`config.mk`:
```
export PLATFORM = sky130hd
export DESIGN_NAME = spi_lms_top
export DESIGN_NICKNAME = d
export VERILOG_FILES = /design/src/rtl/spi_lms_pkg.sv /design/src/rtl/spi_slave_if.sv /design/src/rtl/spi_lms_top.sv
export SDC_FILE = /design/constraint.sdc
export NUM_CORES = 1
export LEC_CHECK = 0
export ABC_AREA = 1
export CORE_ASPECT_RATIO = 0.7
export CORE_MARGIN = 2
export CORE_UTILIZATION = 46
export CTS_CLUSTER_SIZE = 30
export DETAILED_ROUTE_END_ITERATION = 6
export SETUP_SLACK_MARGIN = 0.2
export SLEW_MARGIN = 5
export SYNTH_ARGS = -nofsm -noshare
export SYNTH_HDL_FRONTEND = slang
export SYNTH_SLANG_ARGS = --single-unit
export TNS_END_PERCENT = 5
```
`constraint.sdc`:
```
create_clock -name clk -period 7.07 [get_ports clk]
set_input_delay 1.414 -clock clk [delete_from_list [all_inputs] [get_ports clk]]
set_output_delay 1.414 -clock clk [all_outputs]
set_load 0.03 [all_outputs]
```
`src/rtl/spi_lms_pkg.sv`:
```
// Shared parameters, parser state type and saturation helpers for the SPI-fed LMS filter.
package spi_lms_pkg;

    localparam int unsigned DW       = 14;
    localparam int unsigned WW       = 18;
    localparam int unsigned FRAC     = WW - 2;
    localparam int unsigned TAPS     = 4;
    localparam int unsigned MU_SHIFT = 8;
    localparam int unsigned KW       = $clog2(TAPS);
    localparam int unsigned PW       = WW + DW;
    localparam int unsigned AW       = PW + KW;
    localparam int unsigned SW       = 40;
    localparam int unsigned STW      = $clog2(2 * TAPS + 2);

    localparam logic [DW-1:0] SYNC_WORD = 14'h0FFF;

    typedef enum logic [1:0] {
        SYNC  = 2'd0,
        GET_X = 2'd1,
        GET_D = 2'd2,
        CALC  = 2'd3
    } state_e;

    function automatic logic signed [DW-1:0] sat_dw(input logic signed [SW-1:0] v);
        if (v[SW-1:DW-1] == {(SW-DW+1){v[SW-1]}}) begin
            return v[DW-1:0];
        end
        return v[SW-1] ? {1'b1, {(DW-1){1'b0}}} : {1'b0, {(DW-1){1'b1}}};
    endfunction

    function automatic logic signed [WW-1:0] sat_ww(input logic signed [SW-1:0] v);
        if (v[SW-1:WW-1] == {(SW-WW+1){v[SW-1]}}) begin
            return v[WW-1:0];
        end
        return v[SW-1] ? {1'b1, {(WW-1){1'b0}}} : {1'b0, {(WW-1){1'b1}}};
    endfunction

endpackage

```
`src/rtl/spi_slave_if.sv`:
```
// SPI slave front end: input synchronizers, edge detection, 14-bit RX framing and TX shifter.
module spi_slave_if
    import spi_lms_pkg::*;
(
    input  logic          i_clk,
    input  logic          i_rstn,
    input  logic          i_sck,
    input  logic          i_mosi,
    input  logic          i_cs,
    input  logic [DW-1:0] i_tx_word,
    output logic [DW-1:0] o_rx_word,
    output logic          o_frame_vld,
    output logic          o_frame_abort,
    output logic          o_miso
);

    localparam int unsigned CW = $clog2(DW + 2);

    logic [2:0]    r_sck_s;
    logic [2:0]    r_cs_s;
    logic [1:0]    r_mosi_s;
    logic [CW-1:0] r_cnt;
    logic [DW-1:0] r_tx;

    logic w_sck_rise, w_sck_fall, w_cs_fall, w_cs_rise, w_cs_act;

    // Stage [1] is the synchronized level, stage [2] its one-clk-old copy.
    assign w_sck_rise = r_sck_s[1] & ~r_sck_s[2];
    assign w_sck_fall = ~r_sck_s[1] & r_sck_s[2];
    assign w_cs_fall  = ~r_cs_s[1] & r_cs_s[2];
    assign w_cs_rise  = r_cs_s[1] & ~r_cs_s[2];
    assign w_cs_act   = ~r_cs_s[1];
    assign o_miso     = r_tx[DW-1];

    always_ff @(posedge i_clk or negedge i_rstn) begin
        if (!i_rstn) begin
            r_sck_s  <= '0;
            r_cs_s   <= '1;
            r_mosi_s <= '0;
        end else begin
            r_sck_s  <= {r_sck_s[1:0], i_sck};
            r_cs_s   <= {r_cs_s[1:0], i_cs};
            r_mosi_s <= {r_mosi_s[0], i_mosi};
        end
    end

    // Receive shifter; the bit counter saturates so over-long frames stay invalid.
    always_ff @(posedge i_clk or negedge i_rstn) begin
        if (!i_rstn) begin
            r_cnt         <= '0;
            o_rx_word     <= '0;
            o_frame_vld   <= 1'b0;
            o_frame_abort <= 1'b0;
        end else begin
            o_frame_vld   <= w_cs_rise && (r_cnt == CW'(DW));
            o_frame_abort <= w_cs_rise && (r_cnt != CW'(DW));
            if (w_cs_fall) begin
                r_cnt     <= '0;
                o_rx_word <= '0;
            end else if (w_sck_rise && w_cs_act) begin
                o_rx_word <= {o_rx_word[DW-2:0], r_mosi_s[1]};
                if (r_cnt != '1) begin
                    r_cnt <= r_cnt + CW'(1);
                end
            end
        end
    end

    // Transmit shifter; its MSB is miso, so clearing it forces miso low between frames.
    always_ff @(posedge i_clk or negedge i_rstn) begin
        if (!i_rstn) begin
            r_tx <= '0;
        end else if (w_cs_fall) begin
            r_tx <= i_tx_word;
        end else if (w_cs_rise) begin
            r_tx <= '0;
        end else if (w_sck_fall && w_cs_act) begin
            r_tx <= {r_tx[DW-2:0], 1'b0};
        end
    end

endmodule

```
`src/rtl/spi_lms_top.sv`:
```
// SPI-fed sample-by-sample LMS adaptive FIR with a single shared multiplier.
// Define LMS_UPDATE_EN to enable weight adaptation; otherwise weights stay at reset values.
module spi_lms_top
    import spi_lms_pkg::*;
(
    input  logic clk,
    input  logic rstn,
    input  logic sck,
    input  logic mosi,
    input  logic cs,
    output logic miso
);

    localparam logic signed [WW-1:0] W_ONE = WW'(1) << FRAC;
    localparam logic [STW-1:0] STEP_E    = STW'(TAPS);
    localparam logic [STW-1:0] STEP_LAST = STW'(2 * TAPS + 1);

    logic [DW-1:0] w_rx_word, w_word;
    logic          w_fv, w_fa, w_word_vld, w_ld_x, w_ld_d;
    state_e        r_state, w_state_nxt;

    logic                 r_pend_vld;
    logic [DW-1:0]        r_pend_word;
    logic signed [DW-1:0] r_x, r_d, r_e, r_e_reg;
    logic signed [DW-1:0] r_xh [TAPS];
    logic signed [WW-1:0] w_w  [TAPS];
    logic signed [AW-1:0] r_acc;
    logic [STW-1:0]       r_step;
    logic [KW-1:0]        w_k;
    logic signed [WW-1:0] w_mul_a;
    logic signed [PW-1:0] w_prod;

    spi_slave_if u_spi (
        .i_clk         (clk),
        .i_rstn        (rstn),
        .i_sck         (sck),
        .i_mosi        (mosi),
        .i_cs          (cs),
        .i_tx_word     (r_e_reg),
        .o_rx_word     (w_rx_word),
        .o_frame_vld   (w_fv),
        .o_frame_abort (w_fa),
        .o_miso        (miso)
    );

    // A word parked during CALC is served first once the parser is free again.
    assign w_word_vld = w_fv | r_pend_vld;
    assign w_word     = r_pend_vld ? r_pend_word : w_rx_word;

    always_ff @(posedge clk or negedge rstn) begin
        if (!rstn) begin
            r_state <= SYNC;
        end else begin
            r_state <= w_state_nxt;
        end
    end

    always_comb begin
        w_state_nxt = r_state;
        w_ld_x      = 1'b0;
        w_ld_d      = 1'b0;
        case (r_state)
            SYNC: begin
                if (w_word_vld && (w_word == SYNC_WORD)) w_state_nxt = GET_X;
            end
            GET_X: begin
                if (w_word_vld) begin
                    w_ld_x      = 1'b1;
                    w_state_nxt = GET_D;
                end else if (w_fa) begin
                    w_state_nxt = SYNC;
                end
            end
            GET_D: begin
                if (w_word_vld) begin
                    w_ld_d      = 1'b1;
                    w_state_nxt = CALC;
                end else if (w_fa) begin
                    w_state_nxt = SYNC;
                end
            end
            CALC: begin
                if (r_step == STEP_LAST) w_state_nxt = SYNC;
            end
            default: w_state_nxt = SYNC;
        endcase
    end

    always_ff @(posedge clk or negedge rstn) begin
        if (!rstn) begin
            r_pend_vld  <= 1'b0;
            r_pend_word <= '0;
        end else if (r_state == CALC) begin
            if (w_fv) begin
                r_pend_vld  <= 1'b1;
                r_pend_word <= w_rx_word;
            end
        end else begin
            r_pend_vld  <= r_pend_vld & w_fv;
            r_pend_word <= w_rx_word;
        end
    end

    // Tap index: steps 0..TAPS-1 accumulate, TAPS+1..2*TAPS update weights.
    always_comb begin
        w_k = KW'(r_step);
        if (r_step > STEP_E) w_k = KW'(r_step - STW'(TAPS + 1));
    end

`ifdef LMS_UPDATE_EN
    assign w_mul_a = (r_step < STEP_E) ? w_w[w_k] : WW'(r_e);
`else
    assign w_mul_a = w_w[w_k];
`endif
    assign w_prod = PW'(w_mul_a) * PW'(r_xh[w_k]);

`ifdef LMS_UPDATE_EN
    logic signed [WW-1:0] r_w [TAPS];

    always_ff @(posedge clk or negedge rstn) begin
        if (!rstn) begin
            for (int k = 0; k < TAPS; k++) r_w[k] <= (k == 0) ? W_ONE : '0;
        end else if ((r_state == CALC) && (r_step > STEP_E) && (r_step < STEP_LAST)) begin
            r_w[w_k] <= sat_ww(SW'(r_w[w_k]) + SW'(w_prod >>> MU_SHIFT));
        end
    end

    always_comb begin
        for (int k = 0; k < TAPS; k++) w_w[k] = r_w[k];
    end
`else
    always_comb begin
        for (int k = 0; k < TAPS; k++) w_w[k] = (k == 0) ? W_ONE : '0;
    end
`endif

    always_ff @(posedge clk or negedge rstn) begin
        if (!rstn) begin
            r_x     <= '0;
            r_d     <= '0;
            r_e     <= '0;
            r_e_reg <= '0;
            r_acc   <= '0;
            r_step  <= '0;
            for (int k = 0; k < TAPS; k++) r_xh[k] <= '0;
        end else begin
            if (w_ld_x) r_x <= $signed(w_word);
            if (w_ld_d) begin
                r_d     <= $signed(w_word);
                r_xh[0] <= r_x;
                for (int k = 1; k < TAPS; k++) r_xh[k] <= r_xh[k-1];
                r_acc   <= '0;
                r_step  <= '0;
            end else if (r_state == CALC) begin
                r_step <= r_step + STW'(1);
                if (r_step < STEP_E) r_acc <= r_acc + AW'(w_prod);
                if (r_step == STEP_E) r_e <= sat_dw(SW'(r_d) - SW'(r_acc >>> FRAC));
                if (r_step == STEP_LAST) r_e_reg <= r_e;
            end
        end
    end

endmodule

```
# == Word level (Yosys, flattened, before mapping) ==
# Index checks and enable logic that the tools add are counted.
# word_totals
reg_bits,209
latch_bits,0
mem_bits_rw,0
rom_bits,0
inputBits,5
out_inout_bits,1
word_cells,112
memories,0
# op_classes
addsub,5
multipliers,1
div,0
n_lt_le_gt_ge,3
eq_ne,13
shift,0
mux,41
n_bitwise,12
n_reduce_logical,16
# ops
operator,count
14-bit two-way mux,13
34-bit two-way mux,3
18-bit binary-select mux with 2-bit select,1
18-bit two-way mux,2
34-bit by 32-bit adder with 34-bit output,1
18-bit by 14-bit multiplier with 32-bit output,1
14-bit binary-select mux with 2-bit select,1
26-bit == test,1
4-bit two-way mux,5
14-bit by 18-bit subtractor with 19-bit output,1
"14-bit by 12-bit == test with 1-bit output, second input constant",1
2-bit two-way mux,6
1-bit two-way mux,9
"4-bit by 1-bit adder with 4-bit output, second input constant",2
"4-bit == test, second input constant",2
"4-bit inequality test, second input constant",2
2-bit case mux with 4 select lines,1
2-bit nonzero test,4
2-bit AND reduction,3
3-bit AND reduction,2
1-bit bitwise AND,5
1-bit logical AND,5
1-bit inverter,5
"2-bit == test, second input constant",2
other kinds (12),13

# == Logic depth before layout (Yosys ltp) ==
# depth
word_depth,11
ltp_mapped,29
depth_no_buf,29

# == Modules after synthesis ==
# From an unflattened synthesis, not the netlist that was laid out.
# hier_totals
cells_unflattened,1259
area_unflattened_um2,10144.7
# modules_own_cells
mod,instances,cells_per_inst,area_per_inst_um2,seq_area_each_um2
spi_lms_top,1,1045,8250.4,2877.8
spi_slave_if,1,214,1894.3,1054.8

# == Worst setup path after synthesis ==
# OpenSTA, ideal clock, no wires.
# synth_path
path_kind,reg2reg
from,register r_step[0]
to,register r_acc[32]
setup_ns,0.134
arrival_ns,4.586
t_required_ns,6.936
path_slack_ns,2.350
path_stages_with_launch,26
path_buffers,0
path_cell_list,dfrtp_1 > inv_1 > ha_1 > o21ai_0 > inv_1 > o21ai_0 > inv_1 > o211ai_1 > nand2_1 > inv_1 > ha_1 > ha_1 > inv_1 > fa_1 > inv_1 > ha_1 > ha_1 > ha_1 > nand2_1 > nor3_1 > and2_1 > nand3_1 > nand3_1 > a21oi_1 > o21ai_0 > o21ai_0
# synth_between
elab_chain_len,11
elab_cells_between_ends,18
cone_classes,add/sub: 2; mul: 1; order compare: 2; mux: 10; bitwise: 1; reduce/logical: 2
# synth_lines
element,line,source
"start, declared",spi_lms_top.sv:28,logic [STW-1:0] r_step;
"start signal, assigned",spi_lms_top.sv:155,r_step <= r_step + STW'(1);
4-bit by 3-bit greater-than comparator with 1-bit output / 2-bit by 1-bit subtractor with 2-bit output (equally long branches),spi_lms_top.sv:107,if (r_step > STEP_E) w_k = KW'(r_step - STW'(TAPS + 1));
2-bit two-way mux,spi_lms_top.sv:107,
2-bit inverter with 3-bit output (not written as such),"spi_lms_top.sv:113, spi_lms_top.sv:115",
18-bit binary-select mux with 2-bit select / 14-bit binary-select mux with 2-bit select (equally long branches),"spi_lms_top.sv:113, spi_lms_top.sv:115",
18-bit two-way mux (not written as such) / 14-bit two-way mux (equally long branches) (2 in a row),"spi_lms_top.sv:113, spi_lms_top.sv:115",
18-bit by 14-bit multiplier with 32-bit output,spi_lms_top.sv:115,assign w_prod = PW'(w_mul_a) * PW'(r_xh[w_k]);
34-bit by 32-bit adder with 34-bit output,spi_lms_top.sv:156,if (r_step < STEP_E) r_acc <= r_acc + AW'(w_prod);
34-bit two-way mux,spi_lms_top.sv:156,
34-bit two-way mux,spi_lms_top.sv:154,end else if (r_state == CALC) begin
34-bit two-way mux,spi_lms_top.sv:148,if (w_ld_d) begin
"end signal, assigned",spi_lms_top.sv:156,
"end, declared",spi_lms_top.sv:27,logic signed [AW-1:0] r_acc;
# Parallel ways exist; a longest one is shown, timed or not. The select of a mux whose other input is x is not followed.
# A chain may end at the register's enable or synchronous reset.

# == Worst setup path after layout ==
# Same ends and word-level chain as after synthesis.

==> impl_metrics.json <==
{
  "cts_sinks": 157,
  "holdBufCountCts": 0,
  "seq_area_frac_synth": 0.399,
  "slowest_delay_ns": 0.58,
  "wl_met1_um": 12300,
  "synth_top_area_frac": 0.391,
  "grt_pass1_wl_um": 38400,
  "cts_root_buffer": "clkbuf_16",
  "ys.flop_type": "dfrtp_1",
  "antenna_cells": 0,
  "dr.pass1.iters": 5,
  "antenna_left": 0,
  "final_core_util": 0.512,
  "routed_wl_um": 22600,
  "fin_area_um2": 10700,
  "cts_made_buffers": 17,
  "synthCells": 1202,
  "core_area_um2": 20900,
  "clockBufferDepth": 2,
  "synthArstFlopShare": 1.00,
  "grt_max_degree": 60,
  "drc": 0,
  "synth.avg_cell_area_um2": 8.19,
  "holdPathStages": 0,
  "vias_per_cell": 5.15,
  "first_iter_violations": 765,
  "grt_pass1_vias": 7358,
  "wl_per_cell_um": 15.2,
  "crit_fanout": 19,
  "wl_met3_um": 1170,
  "finalSetupTns_ns": 0,
  "synthTopCellsByCount": "nand2_1 (308), inv_1 (155), dfrtp_1 (154)",
  "cts.htree.levels": 4,
  "cts_tree": "built",
  "preCtsSetupSlack_ns": 1.31,
  "hold_path.class": "flop to flop",
  "fin_crit_ns": 5.80,
  "largest_reg_flops": 28,
  "postCtsResizedCells": 0,
  "top_layer": "met4",
  "relSlewSlack": 0.297,
  "leakage_nw": 5.73,
  "end_kind": "flop",
  "vdd_drop_max_mv": 0.149,
  "hold_end": "u_spi.r_mosi_s[1]$_DFF_PN0_",
  "outcome": "finished, final reports clean",
  "placed_area_um2": 10100,
  "cp_slowest_cell": "inv_1",
  "dieWidth_um": 179,
  "layout_setup_ws_ns": 1.27,
  "boundaryPins": 6,
  "hpwl_um": 16900,
  "yosysTopAreaCell": "dfrtp_1",
  "r2r_end": "r_acc[32]$_DFFE_PN0P_",
  "fmax_mhz": 173,
  "vias": 7645,
  "numPortBuffers": 5,
  "worst_skew_pair.late_latency_ns": 0.43,
  "initial_core_util": 0.472,
  "total_power_w": 0.00190,
  "cp.required_ns": 7.36,
  "hold_viol": 0,
  "synthDistinctLibCells": 49,
  "syn2layout_area_growth_pct": 8.49,
  "power_density_nw_per_um2": 178,
  "yosys.cell_count.top_type": "nand2_1",
  "drive_gt1_frac": 0.0653,
  "worst_slew_pin_slew_ns": 1.05,
  "hp-start": "u_spi.r_mosi_s[0]$_DFF_PN0_",
  "r2r_slack_ns": 1.27,
  "rows": 44,
  "reg2reg_depth": 25,
  "path_clk_slew_ns": 0.07,
  "synth-edff-count": 0,
  "slew_viol_final": 0,
  "ys_ff_latch": 157,
  "final_nets": 1321,
  "netlist_area_um2": 9840,
  "fin_worst_skew_ns": 0.0107,
  "postCtsSetupBuffers": 0,
  "timing.rr.start": "r_step[0]$_DFFE_PN0P_",
  "antenna_found_initial": 0,
  "dr_wl_met2_um": 8860,
  "routabilityCongestion": 0.883,
  "track_usage": 0.216,
  "syn_nets": 1327,
  "critPathArrivalTime_ns": 6.09,
  "worst-setup-path-type": "flop to flop",
  "die_area_um2": 22600,
  "fin_crit_sh": 0.820,
  "start_kind": "flop",
  "cap_viol_max_count": 0,
  "rsz0062_at_grt": "no",
  "overflow": 0,
  "setup_viol": 0,
  "synthTopCellsByArea": "dfrtp_1 (39%), ha_1 (14%), nand2_1 (12%), inv_1 (5.9%), o21ai_0 (5.2%)",
  "die_y_um": 126,
  "yosys_warnings": 0
}
==> area by class of cell <==
| class | instances | area [um2] |
|---|---|---|
| Clock buffer | 21 | 450 |
| Multi-Input combinational cell | 851 | 5160 |
| Tap cell | 276 | 345 |
| Timing Repair Buffer | 10 | 88.8 |
| Fill cell | 1989 | 10200 |
| Clock inverter | 11 | 109 |
| Inverter | 159 | 597 |
| Sequential cell | 157 | 3930 |
==> routing by layer <==
| layer | global-route usage | vias up |
|---|---|---|
| met3 | 0.0402 | 14 |
| li1 | - | 3912 |
| met2 | 0.295 | 140 |
| met1 | 0.352 | 3579 |
| met5 | 0 | - |
| met4 | 0.0435 | 0 |
==> power breakdown <==
part | switching [W] | internal, W
combinational | 0.0000505 | 0.0000210
sequential | 0.0000147 | 0.000922
clock | 0.000392 | 0.000499
==> metrics by stage <==
stage / instances / hold WS, ns
global placement: 1453 / 0.332
detailed placement: 1453 / 0.337
floorplan: 1202 / 0.331
finish: 1485 / 0.350
global route: 1485 / 0.360
CTS: 1485 / 0.352
==> layout by cell type, fill, tap and decap left out, types with 17 or more instances in the layout <==
cell	Yosys	routed
nand2_1	308	308
inv_1	155	155
dfrtp_1	154	154
ha_1	107	107
o21ai_0	102	102
nor2_1	81	81
a21oi_1	58	58
nand3_1	50	50
nand4_1	17	17
clkbuf_16	0	17
==> critical path: cells and delay by family, from the launching register on <==
kind	cells	cell delay, ns
adders and majority gates	7	2.26
and+or+nand+nor	6	1.16
buffers and inverters	6	0.97
AOI/OAI and AO/OA	6	0.87
DFF	1	0.41
==> how the worst max path moves through the flow <==
stage | cells past startpoint | startpoint | to
global placement | 25 | r_step[0]$_DFFE_PN0P_ | r_acc[32]$_DFFE_PN0P_
finish | 25 | r_step[0]$_DFFE_PN0P_ | r_acc[32]$_DFFE_PN0P_
floorplan | 25 | r_step[0]$_DFFE_PN0P_ | r_acc[32]$_DFFE_PN0P_
CTS | 25 | r_step[0]$_DFFE_PN0P_ | r_acc[32]$_DFFE_PN0P_
global route | 25 | r_step[0]$_DFFE_PN0P_ | r_acc[32]$_DFFE_PN0P_
detailed placement | 25 | r_step[0]$_DFFE_PN0P_ | r_acc[32]$_DFFE_PN0P_
==> cell families after synthesis <==
logic type | Yosys count | synth area share
buffers and inverters | 194 | 0.0766
flip-flops | 157 | 0.399
adder cells (fa/ha/maj) | 120 | 0.162
AO/OA/AOI/OAI | 204 | 0.113
AND/OR/NAND/NOR | 494 | 0.214
multiplexers | 13 | 0.0149
XOR/XNOR | 20 | 0.0197
No activity file was read; power rests on OpenSTA's default activity.
